$ cat src/rtl/config_loader.sv
// Serial configuration loader: feeds words LSB first into the slice config chain.
// Define CFG_LOADER_CRC_EN to add a CRC-8 trailer check (needs WORD_W >= 8).
module config_loader #(
  parameter int WORD_W     = 8,
  parameter int TOTAL_BITS = 137
) (
  input  logic              cclk,
  input  logic              rst,
  input  logic              start,
  input  logic [WORD_W-1:0] in_data,
  input  logic              in_valid,
  output logic              in_ready,
  output logic              cfg_out,
  output logic              cen,
  output logic              busy,
  output logic              done,
  output logic              crc_err
);

  localparam int CW = $clog2(TOTAL_BITS + 1);
  localparam int BW = (WORD_W > 1) ? $clog2(WORD_W) : 1;

  typedef enum logic [2:0] {
    IDLE, LOAD, SHIFT, CHECK, DONE
  } state_e;

  state_e            state_q;
  logic [CW-1:0]     cnt_q;
  logic [WORD_W-1:0] sh_q;
  logic [BW-1:0]     bl_q;
  logic              in_ready_q;
  logic              cfg_q;
  logic              cen_q;
  logic              busy_q;
  logic              done_q;
  logic [CW-1:0]     rem;
  logic [CW-1:0]     cnt_d;

  assign rem   = CW'(TOTAL_BITS) - cnt_q;
  assign cnt_d = cnt_q + 1'b1;

`ifdef CFG_LOADER_CRC_EN
  logic [7:0] crc_q;
  logic [7:0] crc_d;
  logic       err_q;

  // MSB-first serial CRC-8, poly 0x07, over the bits in emission order
  assign crc_d = {crc_q[6:0], 1'b0}
               ^ ((crc_q[7] ^ cfg_q) ? 8'h07 : 8'h00);
  assign crc_err = err_q;
`else
  assign crc_err = 1'b0;
`endif

  assign in_ready = in_ready_q;
  assign cfg_out  = cfg_q;
  assign cen      = cen_q;
  assign busy     = busy_q;
  assign done     = done_q;

  always_ff @(posedge cclk) begin
    if (rst) begin
      state_q    <= IDLE;
      cnt_q      <= '0;
      sh_q       <= '0;
      bl_q       <= '0;
      in_ready_q <= 1'b0;
      cfg_q      <= 1'b0;
      cen_q      <= 1'b0;
      busy_q     <= 1'b0;
      done_q     <= 1'b0;
`ifdef CFG_LOADER_CRC_EN
      crc_q      <= '0;
      err_q      <= 1'b0;
`endif
    end else begin
      unique case (state_q)
        IDLE, DONE: begin
          if (start) begin
            state_q    <= LOAD;
            cnt_q      <= '0;
            in_ready_q <= 1'b1;
            busy_q     <= 1'b1;
            done_q     <= 1'b0;
`ifdef CFG_LOADER_CRC_EN
            crc_q      <= '0;
            err_q      <= 1'b0;
`endif
          end
        end
        LOAD: begin
          if (in_valid) begin
            state_q    <= SHIFT;
            in_ready_q <= 1'b0;
            cen_q      <= 1'b1;
            cfg_q      <= in_data[0];
            sh_q       <= in_data >> 1;
            // last word may be partial; only the remaining bits go out
            if (32'(rem) >= 32'(WORD_W))
              bl_q <= BW'(WORD_W - 1);
            else
              bl_q <= BW'(rem - 1'b1);
          end
        end
        SHIFT: begin
          cnt_q <= cnt_d;
`ifdef CFG_LOADER_CRC_EN
          crc_q <= crc_d;
`endif
          if (bl_q != '0) begin
            cfg_q <= sh_q[0];
            sh_q  <= sh_q >> 1;
            bl_q  <= bl_q - 1'b1;
          end else begin
            cen_q <= 1'b0;
            cfg_q <= 1'b0;
            if (cnt_d < CW'(TOTAL_BITS)) begin
              state_q    <= LOAD;
              in_ready_q <= 1'b1;
            end else begin
`ifdef CFG_LOADER_CRC_EN
              state_q    <= CHECK;
              in_ready_q <= 1'b1;
`else
              state_q    <= DONE;
              busy_q     <= 1'b0;
              done_q     <= 1'b1;
`endif
            end
          end
        end
        CHECK: begin
`ifdef CFG_LOADER_CRC_EN
          if (in_valid) begin
            state_q    <= DONE;
            in_ready_q <= 1'b0;
            busy_q     <= 1'b0;
            done_q     <= 1'b1;
            err_q      <= (in_data[7:0] != crc_q);
          end
`else
          state_q <= IDLE;
`endif
        end
        default: state_q <= IDLE;
      endcase
    end
  end

endmodule

$ cat config.mk
export PLATFORM = sky130hd
export DESIGN_NAME = config_loader
export DESIGN_NICKNAME = d
export VERILOG_FILES = /design/src/rtl/config_loader.sv
export SDC_FILE = /design/constraint.sdc
export NUM_CORES = 1
export LEC_CHECK = 0
export BUFFER_PORTS_ARGS = -buffer_cell sky130_fd_sc_hd__buf_4
export CELL_PAD_IN_SITES_DETAIL_PLACEMENT = 1
export CELL_PAD_IN_SITES_GLOBAL_PLACEMENT = 1
export CORE_ASPECT_RATIO = 1.5
export CORE_MARGIN = 5
export CORE_UTILIZATION = 38
export CTS_CLUSTER_SIZE = 40
export DETAILED_ROUTE_END_ITERATION = 7
export GPL_ROUTABILITY_DRIVEN = 0
export PLACE_DENSITY = 0.84
export SYNTH_ARGS = -nofsm -noshare
export SYNTH_HDL_FRONTEND = slang
export SYNTH_SLANG_ARGS = --single-unit
$ cat constraint.sdc
create_clock -name cclk -period 1.76 [get_ports cclk]
set_input_delay 0.088 -clock cclk [delete_from_list [all_inputs] [get_ports cclk]]
set_output_delay 0.088 -clock cclk [all_outputs]
set_load 0.03 [all_outputs]
# Word level (Yosys, flattened, before mapping)

Cells that the tools add are included.

Add/subtract/negate cells: 4
$lt $le $gt $ge: 2
Equal/unequal tests: 9
Muxes and demuxes: 32
Reduce and logical (&&, ||, !) cells: 13

Operator list:

| kind                  | number |
|---|---|
| $pmux W8 S2           | 2 |
| $mux W8               | 3 |
| $mux W3               | 7 |
| $mux W1               | 13 |
| $ne A2 B2 Y1 const B  | 6 |
| $pmux W3 S3           | 1 |
| $reduce_and A3 Y1     | 3 |
| $add A8 B1 Y8 const B | 1 |
| $ge A8 B4 Y1 const B  | 1 |
| $lt A8 B8 Y1 const B  | 1 |
| $pmux W1 S2           | 4 |
| $sub A8 B8 Y8 const A | 1 |
| $pmux W3 S2           | 1 |
| $reduce_bool A3 Y1    | 2 |
| $sub A3 B1 Y3 const B | 2 |
| $reduce_and A5 Y1     | 1 |
| $reduce_and A2 Y1     | 2 |
| $reduce_and A4 Y1     | 1 |
| $reduce_bool A2 Y1    | 2 |
| $eq A3 B1 Y1 const B  | 1 |
| $eq A3 B2 Y1 const B  | 1 |
| $eq A3 B3 Y1 const B  | 1 |
| $logic_not A3 Y1      | 1 |
| $pmux W1 S3           | 1 |
| $reduce_or A2 Y1      | 1 |

Bits in registers: 27
Input port bits: 12
Output and inout bits: 6
Logic and storage cells: 69

# Logic depth before layout (Yosys ltp)

Gate-level depths: netlist (run 1).

Depth after elaboration: 5
Gate-level depth with buffers: 8

# Worst setup path after synthesis (run 1)

Ideal clock, no wire load.

Kind: reg2reg
From: register bl_q[0]
To: register state_q[0]
Setup time: 0.086 ns
Arrival: 1.811 ns
Path slack: -0.137 ns
Stages on the path, launching flop included: 9
Period minus slack after synthesis: 1.897 ns
Cells stage by stage: dfxtp_1 > inv_1 > ha_1 > ha_1 > or3b_4 > a21o_1 > o22ai_2 > inv_1 > a221oi_2

Cells in the longest elaborated chain, start to end: 3

Ends and longest elaborated chain:

| element                     | RTL line | RTL |
|---|---|---|
| start: declaration          | 30       | `logic [BW-1:0] bl_q;` |
| start signal: assignment    | 100      | `bl_q <= BW'(WORD_W - 1);` |
| start signal: assignment    | 102      | `bl_q <= BW'(rem - 1'b1);` |
| start signal: assignment    | 113      | `bl_q <= bl_q - 1'b1;` |
| $reduce_bool A3 Y1          | 110      | `if (bl_q != '0) begin` |
| $ne A2 B2 Y1 (no line)      | n/a      |  |
| $reduce_and A3 Y1 (no line) | n/a      |  |
| end signal: assignment      | 118      | `state_q <= LOAD;` |
| end signal: assignment      | 125      | `state_q <= DONE;` |
| end signal: assignment      | 142      | `state_q <= IDLE;` |
| end: declaration            | 27       | `state_e state_q;` |

Every way passes these cells.
A chain may end at the register's enable or synchronous reset.

# Worst setup path in the final report (run 1)

From: register cnt_q[1]
To: register state_q[0]

Cells in the longest elaborated chain, start to end: 5

Ends and longest elaborated chain:

| element                  | RTL line | RTL |
|---|---|---|
| start: declaration       | 28       | `logic [CW-1:0] cnt_q;` |
| start signal: assignment | 106      | `cnt_q <= cnt_d;` |
| $add A8 B1 Y8            | 40       | `assign cnt_d = cnt_q + 1'b1;` |
| $lt A8 B8 Y1             | 117      | `if (cnt_d < CW'(TOTAL_BITS)) begin` |
| $mux W3                  | 117      |  |
| $mux W3                  | 110      |  |
| $pmux W3 S3              | 77       | `unique case (state_q)` |
| end signal: assignment   | 80       | `state_q <= LOAD;` |
| end signal: assignment   | 118      |  |
| end signal: assignment   | 125      |  |

Every way passes these cells. The select of a mux whose other input is x is not followed.

==> flow_summary.ini, run 1 <==
[clocking]
numCtsBuffers = 3
cts_tree = built
clock_path_buffers = 2
root_buffer = clkbuf_8
clk_pin_slew_ns = 0.10
cts.htree.levels = 1
clk_latency_ns = 0.28
hold_buffers = 0
cts.sinks = 26

[detailed_routing]
route.detailed.drc = 0
routed_wl_um = 5070
ant_nets = 0
wl_per_cell_um = 18.9
drt_first_pass_iters = 4
drt_iter0_drc = 45
drt-vias-per-instance = 5.77
routed-via-count = 1546

[placement]
io_buffers = 16
dp_hpwl_um = 3320

[setup_path]
crit_arrival_ns = 2.07
crit_chain = ha_4 -> and3b_2 -> a2bb2oi_4 -> o311ai_4 -> a31oi_4 -> a221oi_2
crit_fanout = 5
max_stage_delay_ns = 0.38
crit_path_end_kind = register
required_ns = 1.97
start_kind = register
crit_family = compound AO/OA/AOI/OAI gates
crit_buf_inv = 0
path_class = reg2reg
crit_slowest_cell = dfxtp_4

[status]
violations = negative setup slack
outcome = finished, violations left

[logic_synthesis]
yosys_warnings = 0
synth_top_cells_by_area = dfxtp_1 36%, a21oi_1 6.8%, ha_1 6.0%
yosysTopAreaCellShare_pct = 35.5
ys_seq_elements = 26
ys_top_cells_by_count = 26 x dfxtp_1, 23 x nand2_1, 21 x nor2_1
synth_most_common_cell = dfxtp_1
synth-async-reset-ratio_pct = 0
synth_edf_count = 0
synthDistinctLibCells = 45
synth_fp_nets = 204
syn_inst = 185
ys_seq_area_share_pct = 35.5
ys.flop_type = dfxtp_1
avgSynthCellArea_um2 = 7.92
syn_area_um2 = 1470
synth_top_cell_by_area = dfxtp_1

[global_routing]
grt_pass1_wl_um = 8490
top_usage_layer = met2
grt_pass1_vias = 1698
met3_usage_pct = 2.26
grt-ovfl-total = 0
grt_use_met1_pct = 24.0
grtUsageTotal_pct = 21.4
gr-usage-met2_pct = 38.7
grt_start_max_net_pins = 27
antenna_found_initial = 0

[power_and_ir_drop]
power.leakage_uw = 0.000805
power_uw = 1440
p_per_area_nw_per_um2 = 693
irDropWorstVdd_mv = 0.726

[finish]
multi_input_area_um2 = 1030
area_delta_synth_final_pct = 42.0
drive_gt1_share_pct = 39.6
seq_area_um2 = 532
nets = 245
fill_cells = 462
diodes = 0

[die]
fp.dieH_um = 86.1
die_w_um = 60.7
start_util_pct = 39.4
pin_count = 18
core_um2 = 3720
dieArea_um2 = 5220
num_rows = 27

[timing]
slew_viol_final = 0
finalWorstSetupSlack_ns = -0.106
period_minus_slack_ns = 1.87
timing.final.crit_share_pct = 106
finalSetupViolCount = 8
worst_hold_slack_ns = 0.0496
max_clock_freq_mhz = 536
rsz0062_at_grt = yes
hold_viol_final = 0
fin_skew_ns = 0.00189

[worst_hold_path]
min_path_type = in2reg

[flow_run]
max_cap_violations = 0
[sequential cells by signal, indices dropped and copies added (netlist names)]
name / flops
cnt_q: 8
in_ready: 1
cfg_out: 1
sh_q: 7
done: 1
state_q: 3
cen: 1
busy: 1
bl_q: 3
[per-stage QoR]
stage / worst slack, ns / cell area (um2) / TNS [ns] / instances / utilization, %
2_1_floorplan: -0.114 / 1510 / -0.114 / 185 / -
3_5_place_dp: -0.119 / 1780 / -0.675 / 253 / 47.9
6_report: -0.106 / 2080 / -0.396 / 268 / 56.0
4_1_cts: -0.0788 / 2040 / -0.291 / 266 / 54.9
3_3_place_gp: -0.0382 / 1780 / -0.0553 / 253 / 47.9
5_1_grt: -0.166 / 2080 / -1.32 / 268 / 56.0
[cells by family (layout without fill, tap and decap cells)]
group | after synthesis | in the layout | synth area share [%]
and+or+nand+nor | 65 | 65 | 21.2
AOI/OAI and AO/OA | 61 | 61 | 28.9
DFF | 26 | 26 | 35.5
buffers and inverters | 22 | 62 | 6.32
adders and majority gates | 7 | 7 | 5.98
xor gates and xnor gates | 2 | 2 | 1.20
other | 1 | 1 | 0.256
muxes | 1 | 1 | 0.683
[worst register-to-register path: cells and delay by family (launching register included)]
kind | cells | cell delay [ns]
AOI/OAI and AO/OA | 4 | 0.98
DFF | 1 | 0.38
and+or+nand+nor | 1 | 0.24
adders and majority gates | 1 | 0.19
[what timing repair did]
item | in CTS | in global routing
buffers inserted | 9 | 3
resized for setup | 28 | 8
pin swaps | 13 | 8
setup endpoints to repair | 15 | 17
[power breakdown]
part	leakage [uW]	switching (uW)	internal (uW)	total, uW
sequential	0.000216	24.5	627	652
clock	0.0000288	211	201	412
combinational	0.000561	212	166	378
total	0.000805	447	994	1440
[routing by layer]
layer / wire, um / share of wire [%]
met1: 1960 / 39
met2: 2790 / 55
met3: 140 / 2.8
met4: 172 / 3.4
met5: 0 / 0
[area by class of cell]
cell class	count	share of cell area, %
tap	43	2.59
clock buffer	4	2.65
multi-input combinational	137	49.7
timing repair buffer	47	17.5
sequential	26	25.6
inverter	11	1.98
[placed cells by master (no fill, tap or decap), types with 2 or more instances in the layout]
cell,instances
buf_4,44
nand2_1,22
nor2_1,21
dfxtp_1,19
a21oi_1,16
inv_1,8
o21ai_0,8
a311oi_1,7
nor3_1,6
dfxtp_2,6
a21oi_2,4
ha_4,4
clkbuf_8,4
inv_2,3
a21o_1,3
o21ai_1,3
ha_1,3
buf_6,3
nand2b_1,2
nand3_1,2
nand4_1,2
[final timing paths]
kind,slack (ns),from,depth (start not counted),to
hold / removal,0.05,in_data[7],3,sh_q[6]
setup / recovery,-0.11,cnt_q[1],6,state_q[0]
hold reg to reg,0.48,bl_q[1],2,bl_q[1]
setup reg to reg,-0.11,cnt_q[1],6,state_q[0]
Power figures use the tool's default switching activity.
==> run 2: changes to the inputs <==
Settings changed: CORE_UTILIZATION 38 to 42, PLACE_DENSITY 0.84 to 0.88.
Clock period 1.76 ns to 2.1 ns, I/O delays scaled along.
==> flow_summary.ini, run 2 (same netlist as run 1, synthesis figures left out) <==
[placement]
dp_hpwl_um = 3120
io_buffers = 16
dpl.cell_count = 239

[global_routing]
grt_pass1_vias = 1517
grtUsageTotal_pct = 18.7
grt_pass1_wl_um = 6890
grt-ovfl-total = 0
grt_start_max_net_pins = 27
antenna_found_initial = 0

[timing]
max_clock_freq_mhz = 494
timing.final.crit_share_pct = 96.4
hold_viol_final = 0
finalSetupViolCount = 0
slew_viol_final = 0
fin_skew_ns = 0.00329
rsz0062_at_grt = yes
relSlewSlack_pct = 64.8
period_minus_slack_ns = 2.02
worstMarginPinSlew_ns = 0.526

[clocking]
cts.htree.levels = 1
cts.sinks = 26
numCtsBuffers = 3
clk_latency_ns = 0.27
cts_tree = built
post-cts-setup-buffers = 0
clock_path_buffers = 2
root_buffer = clkbuf_8
clk_pin_slew_ns = 0.09

[detailed_routing]
ant_nets = 0
drt_iter0_drc = 52
routed-via-count = 1398
drt_first_pass_iters = 4
wl_per_cell_um = 16.9
route.detailed.drc = 0
drt-vias-per-instance = 5.78
routed_wl_um = 4090

[status]
outcome = completed

[finish]
instances_no_fill = 242
diodes = 0
fin_util_pct = 50.4
nets = 221
drive_gt1_share_pct = 20.0
biggestRegsByFlops = cnt_q: 8 flops, sh_q: 7 flops
final_cell_mix = 24 x dfxtp_1, 23 x nand2_1, 23 x buf_4
top_register = cnt_q
largest_register_ffs = 8
area_delta_synth_final_pct = 16.4
final_common_cell = dfxtp_1

[setup_path]
crit_chain = inv_1 -> ha_1 -> ha_2 -> or3b_4 -> a21o_4 -> o22ai_2 -> inv_1 -> a221oi_2
cp_num_cells = 8
rr_startpoint = bl_q[0]
crit_fanout = 7
required_ns = 2.28
crit_path_end = state_q[0]
r2r_end = state_q[0]
crit_slowest_cell = or3b_4
crit_buf_inv = 2
r2r_setup_slack_ns = 0.08
worstSetupStartpoint = bl_q[0]
max_stage_delay_ns = 0.41
crit_family = compound AO/OA/AOI/OAI gates
crit_path_end_kind = register
worstRegToRegCells = 8
start_kind = register
path_class = reg2reg
crit_path_frequent_cell = inv_1
crit_arrival_ns = 2.21

[worst_hold_path]
hold_start = in_data[7]
worstHoldPathCells = 3
min_path_type = in2reg

[die]
core_um2 = 3380
pin_count = 18
num_rows = 26
die_w_um = 58.2
fp.dieH_um = 82.3
dieArea_um2 = 4790
start_util_pct = 43.3

[power_and_ir_drop]
power.leakage_uw = 0.000666
p_per_area_nw_per_um2 = 631
irDropWorstVdd_mv = 0.325

[flow_run]
max_cap_violations = 0
==> run 2: changes by cell type in the layout (fill, tap and decap cells not counted), moves of 4 or more <==
cell	previous run	this run
ha_4	4	0
buf_4	44	23
dfxtp_1	19	24
a21oi_1	16	20
dfxtp_2	6	2
==> run 2: repair_timing <==
action                                  CTS  global route
endpoints found under the setup margin    1             7
pin swaps                                 0             0
hold buffers                              0             0
hold endpoints to repair                  0             0
gates resized for setup                   1             5
==> run 2: layout make-up <==
cell class,instances,area [um2]
fill,433,1680
multi-input combinational,137,875
sequential,26,523
timing repair buffer,23,173
tap,42,52.6
clock buffer,3,41.3
inverter,11,41.3
==> run 2: where the power goes <==
group,switching [uW],internal [uW]
registers,27.8,526
clock network,152,129
logic,146,96.4
total,326,751
==> run 2: worst min path at each step <==
| stage | to |
|---|---|
| 5_1_grt | sh_q[6] |
| 4_1_cts | sh_q[6] |
| 3_3_place_gp | sh_q[6] |
| 2_1_floorplan | sh_q[6] |
| 6_report | sh_q[6] |
| 3_5_place_dp | sh_q[6] |
==> run 2: per-layer routing <==
layer / vias up / share of wire [%] / global-route usage, %
met1: 678 / 39 / 18.5
met3: 7 / 2.3 / 2.33
met4: 0 / 1.6 / 8.58
li1: 691 / - / -
met2: 22 / 57 / 37.3
met5: - / 0 / 0
==> run 2: per-stage QoR <==
step / setup WS [ns] / TNS [ns] / power (uW) / hold WS [ns] / instance area [um2]
after floorplan: 0.203 / 0 / 716 / 0.253 / 1470
after global placement: 0.118 / 0 / 780 / 0.358 / 1640
after detailed placement: 0.0290 / 0 / 797 / 0.368 / 1640
after CTS: 0.0155 / 0 / 1080 / 0.0918 / 1690
after global routing: -0.00390 / -0.00390 / 1140 / 0.117 / 1710
final: 0.0759 / 0 / 1080 / 0.0895 / 1710
==> run 2: worst min-delay path: cells and delay by family <==
family / cells / cell delay [ns]
buf+inv: 1 / 0.08
simple gates: 1 / 0.08
compound gates: 1 / 0.06
==> run 3: changes to the inputs <==
Settings changed: ABC_AREA set to 1, CORE_UTILIZATION 42 to 40, CTS_BUF_LIST set to sky130_fd_sc_hd__clkbuf_16, GPL_ROUTABILITY_DRIVEN 0 to not set, PLACE_DENSITY 0.88 to 0.87.
==> flow_summary.ini, run 3 <==
[status]
outcome = completed

[logic_synthesis]
ys_top_cells_by_count = 53 x nand2_1, 26 x dfxtp_1, 24 x inv_1
synthDistinctLibCells = 30
yosys_warnings = 0
synth_edf_count = 0
yosysTopAreaCellShare_pct = 37.1
ys_seq_area_share_pct = 37.1
syn_inst = 200
synth_top_cell_by_area = dfxtp_1
ys_seq_elements = 26
synth-async-reset-ratio_pct = 0
synth_top_cells_by_area = dfxtp_1 37%, nand2_1 14%, inv_1 6.4%
synth_most_common_cell = nand2_1
syn_area_um2 = 1400
ys.flop_type = dfxtp_1
synth_fp_nets = 219
avgSynthCellArea_um2 = 7.02

[clocking]
post-cts-setup-buffers = 0
clock_path_buffers = 2
post_cts_resized = 0
cts.htree.levels = 1
root_buffer = clkbuf_16
clk_pin_slew_ns = 0.06
clk_latency_ns = 0.26
hold_buffers = 0
cts.sinks = 26
numCtsBuffers = 3
cts_tree = built

[finish]
drive_gt1_share_pct = 14.9
area_delta_synth_final_pct = 16.0
diodes = 0
final_cell_mix = 53 x nand2_1, 26 x dfxtp_1, 24 x inv_1
top_register = cnt_q
instances_no_fill = 257
final_common_cell = nand2_1
nets = 235
largest_register_ffs = 8
biggestRegsByFlops = cnt_q: 8 flops, sh_q: 7 flops

[worst_hold_path]
min_path_type = in2reg
hold_start = rst
worstHoldPathCells = 2
holdPathEnd = busy

[global_routing]
grt_pass1_wl_um = 6200
grtUsageTotal_pct = 16.8
grt_pass1_vias = 1421
grt_start_max_net_pins = 19
antenna_found_initial = 0
grt-ovfl-total = 0

[power_and_ir_drop]
power_switching_uw = 362
power.leakage_uw = 0.000697
p_int_uw = 879
irDropWorstVdd_mv = 0.480
clkPwrFrac_pct = 34.2
comb_power_share_pct = 20.4
p_per_area_nw_per_um2 = 762
p_sw_share_pct = 29.2
power_frac_seq_pct = 45.4

[placement]
place_congestion = 0.790
dp_hpwl_um = 2830
io_buffers = 16
dpl.cell_count = 253

[setup_path]
max_stage_delay_ns = 0.44
crit_slowest_cell = dfxtp_1
crit_family = simple AND/OR/NAND/NOR gates
r2r_setup_slack_ns = 0.38
crit_path_end_kind = register
worstRegToRegCells = 10
start_kind = register
crit_arrival_ns = 1.88
crit_fanout = 7
crit_buf_inv = 0
crit_chain = ha_1 -> nand2_1 -> o21ai_0 -> nand2_1 -> nand4_2 -> nand2_1 -> nand2_1 -> nand2_1 -> nand2_1 -> a21oi_1
rr_startpoint = cnt_q[0]
crit_path_frequent_cell = nand2_1
r2r_end = state_q[0]
path_class = reg2reg
required_ns = 2.25

[timing]
max_clock_freq_mhz = 580
period_minus_slack_ns = 1.72
rsz0062_at_grt = no
hold_viol_final = 0
timing.final.crit_share_pct = 82.1
slew_viol_final = 0
worst_hold_slack_ns = 0.117
finalSetupViolCount = 0
setup_tns_ns = 0
fin_skew_ns = 0.00370

[die]
num_rows = 26
core_um2 = 3420
die_w_um = 58.4
pin_count = 18
dieArea_um2 = 4820
fp.dieH_um = 82.6
start_util_pct = 41.1

[detailed_routing]
wl_per_cell_um = 13.9
drt-vias-per-instance = 5.18
route.detailed.drc = 0
drt_first_pass_iters = 4
drt_iter0_drc = 16
routed_wl_um = 3570
ant_nets = 0
routed-via-count = 1332

[flow_run]
max_cap_violations = 0
-- run 3: cell types whose count changed in the layout (fill, tap and decap cells not counted), sizes merged, moves of 2 or more --
cell,change
o21ai,+10
o311ai,-2
a21oi,-2
nand2b,-2
a21o,-3
inv,+15
nand3,+8
nor2,-12
a31oi,+3
a311oi,-8
nor3,-5
nand2,+32
buf,-5
a22oi,-2
-- run 3: power by group through the flow --
stage	Clock [uW]	Sequential, uW	Combinational (uW)
3_5_place_dp	0	574	251
6_report	425	564	253
5_1_grt	457	569	286
3_3_place_gp	0	573	242
4_1_cts	436	564	255
2_1_floorplan	0	591	153
-- run 3: worst max-delay path by stage --
stage	startpoint	to	slack, ns	cells after the start
after floorplan	cnt_q[0]	busy	0.62	10
after CTS	cnt_q[0]	in_ready	0.37	10
after detailed placement	cnt_q[0]	in_ready	0.38	10
final	cnt_q[0]	state_q[0]	0.38	10
after global routing	cnt_q[0]	state_q[0]	0.21	10
after global placement	cnt_q[0]	state_q[0]	0.46	10
-- run 3: cell type report --
type                       count  area (um2)
inverter                      26        97.6
timing repair buffer          18         135
clock buffer                   3        75.1
multi-input combinational    141         744
tap                           42        52.6
clock inverter                 1        3.75
sequential                    26         520
fill                         469        1790
-- run 3: routing by layer --
metal	vias to the layer above	part of all wire (%)	track usage [%]
li1	683	-	-
met2	24	55	32.1
met4	0	2.0	6.96
met3	9	2.5	2.33
met5	-	0	0
met1	616	41	18.0
-- run 3: per-stage QoR --
| stage | total power (uW) | utilization, % | setup slack (ns) | instance area [um2] |
|---|---|---|---|---|
| after floorplan | 744 | - | 0.617 | 1400 |
| after global placement | 816 | 45.4 | 0.462 | 1550 |
| after detailed placement | 825 | 45.4 | 0.379 | 1550 |
| after CTS | 1250 | 47.7 | 0.369 | 1630 |
| after global routing | 1310 | 47.7 | 0.211 | 1630 |
| final | 1240 | 47.7 | 0.376 | 1630 |
-- run 3: logic make-up after synthesis --
kind of cell,Yosys count,share of synthesized area [%]
AOI/OAI and AO/OA,49,19.0
xor gates and xnor gates,2,1.25
adders and majority gates,7,6.24
buffers and inverters,33,9.89
DFF,26,37.1
other,1,0.267
and+or+nand+nor,82,26.3
-- run 3: worst register-to-register path, cell delays in order (launching register included) --
cell     delay [ns]
dfxtp_1        0.44
ha_1           0.27
nand2_1        0.12
o21ai_0        0.27
nand2_1        0.10
nand4_2        0.09
nand2_1        0.05
nand2_1        0.07
nand2_1        0.05
nand2_1        0.08
a21oi_1        0.06
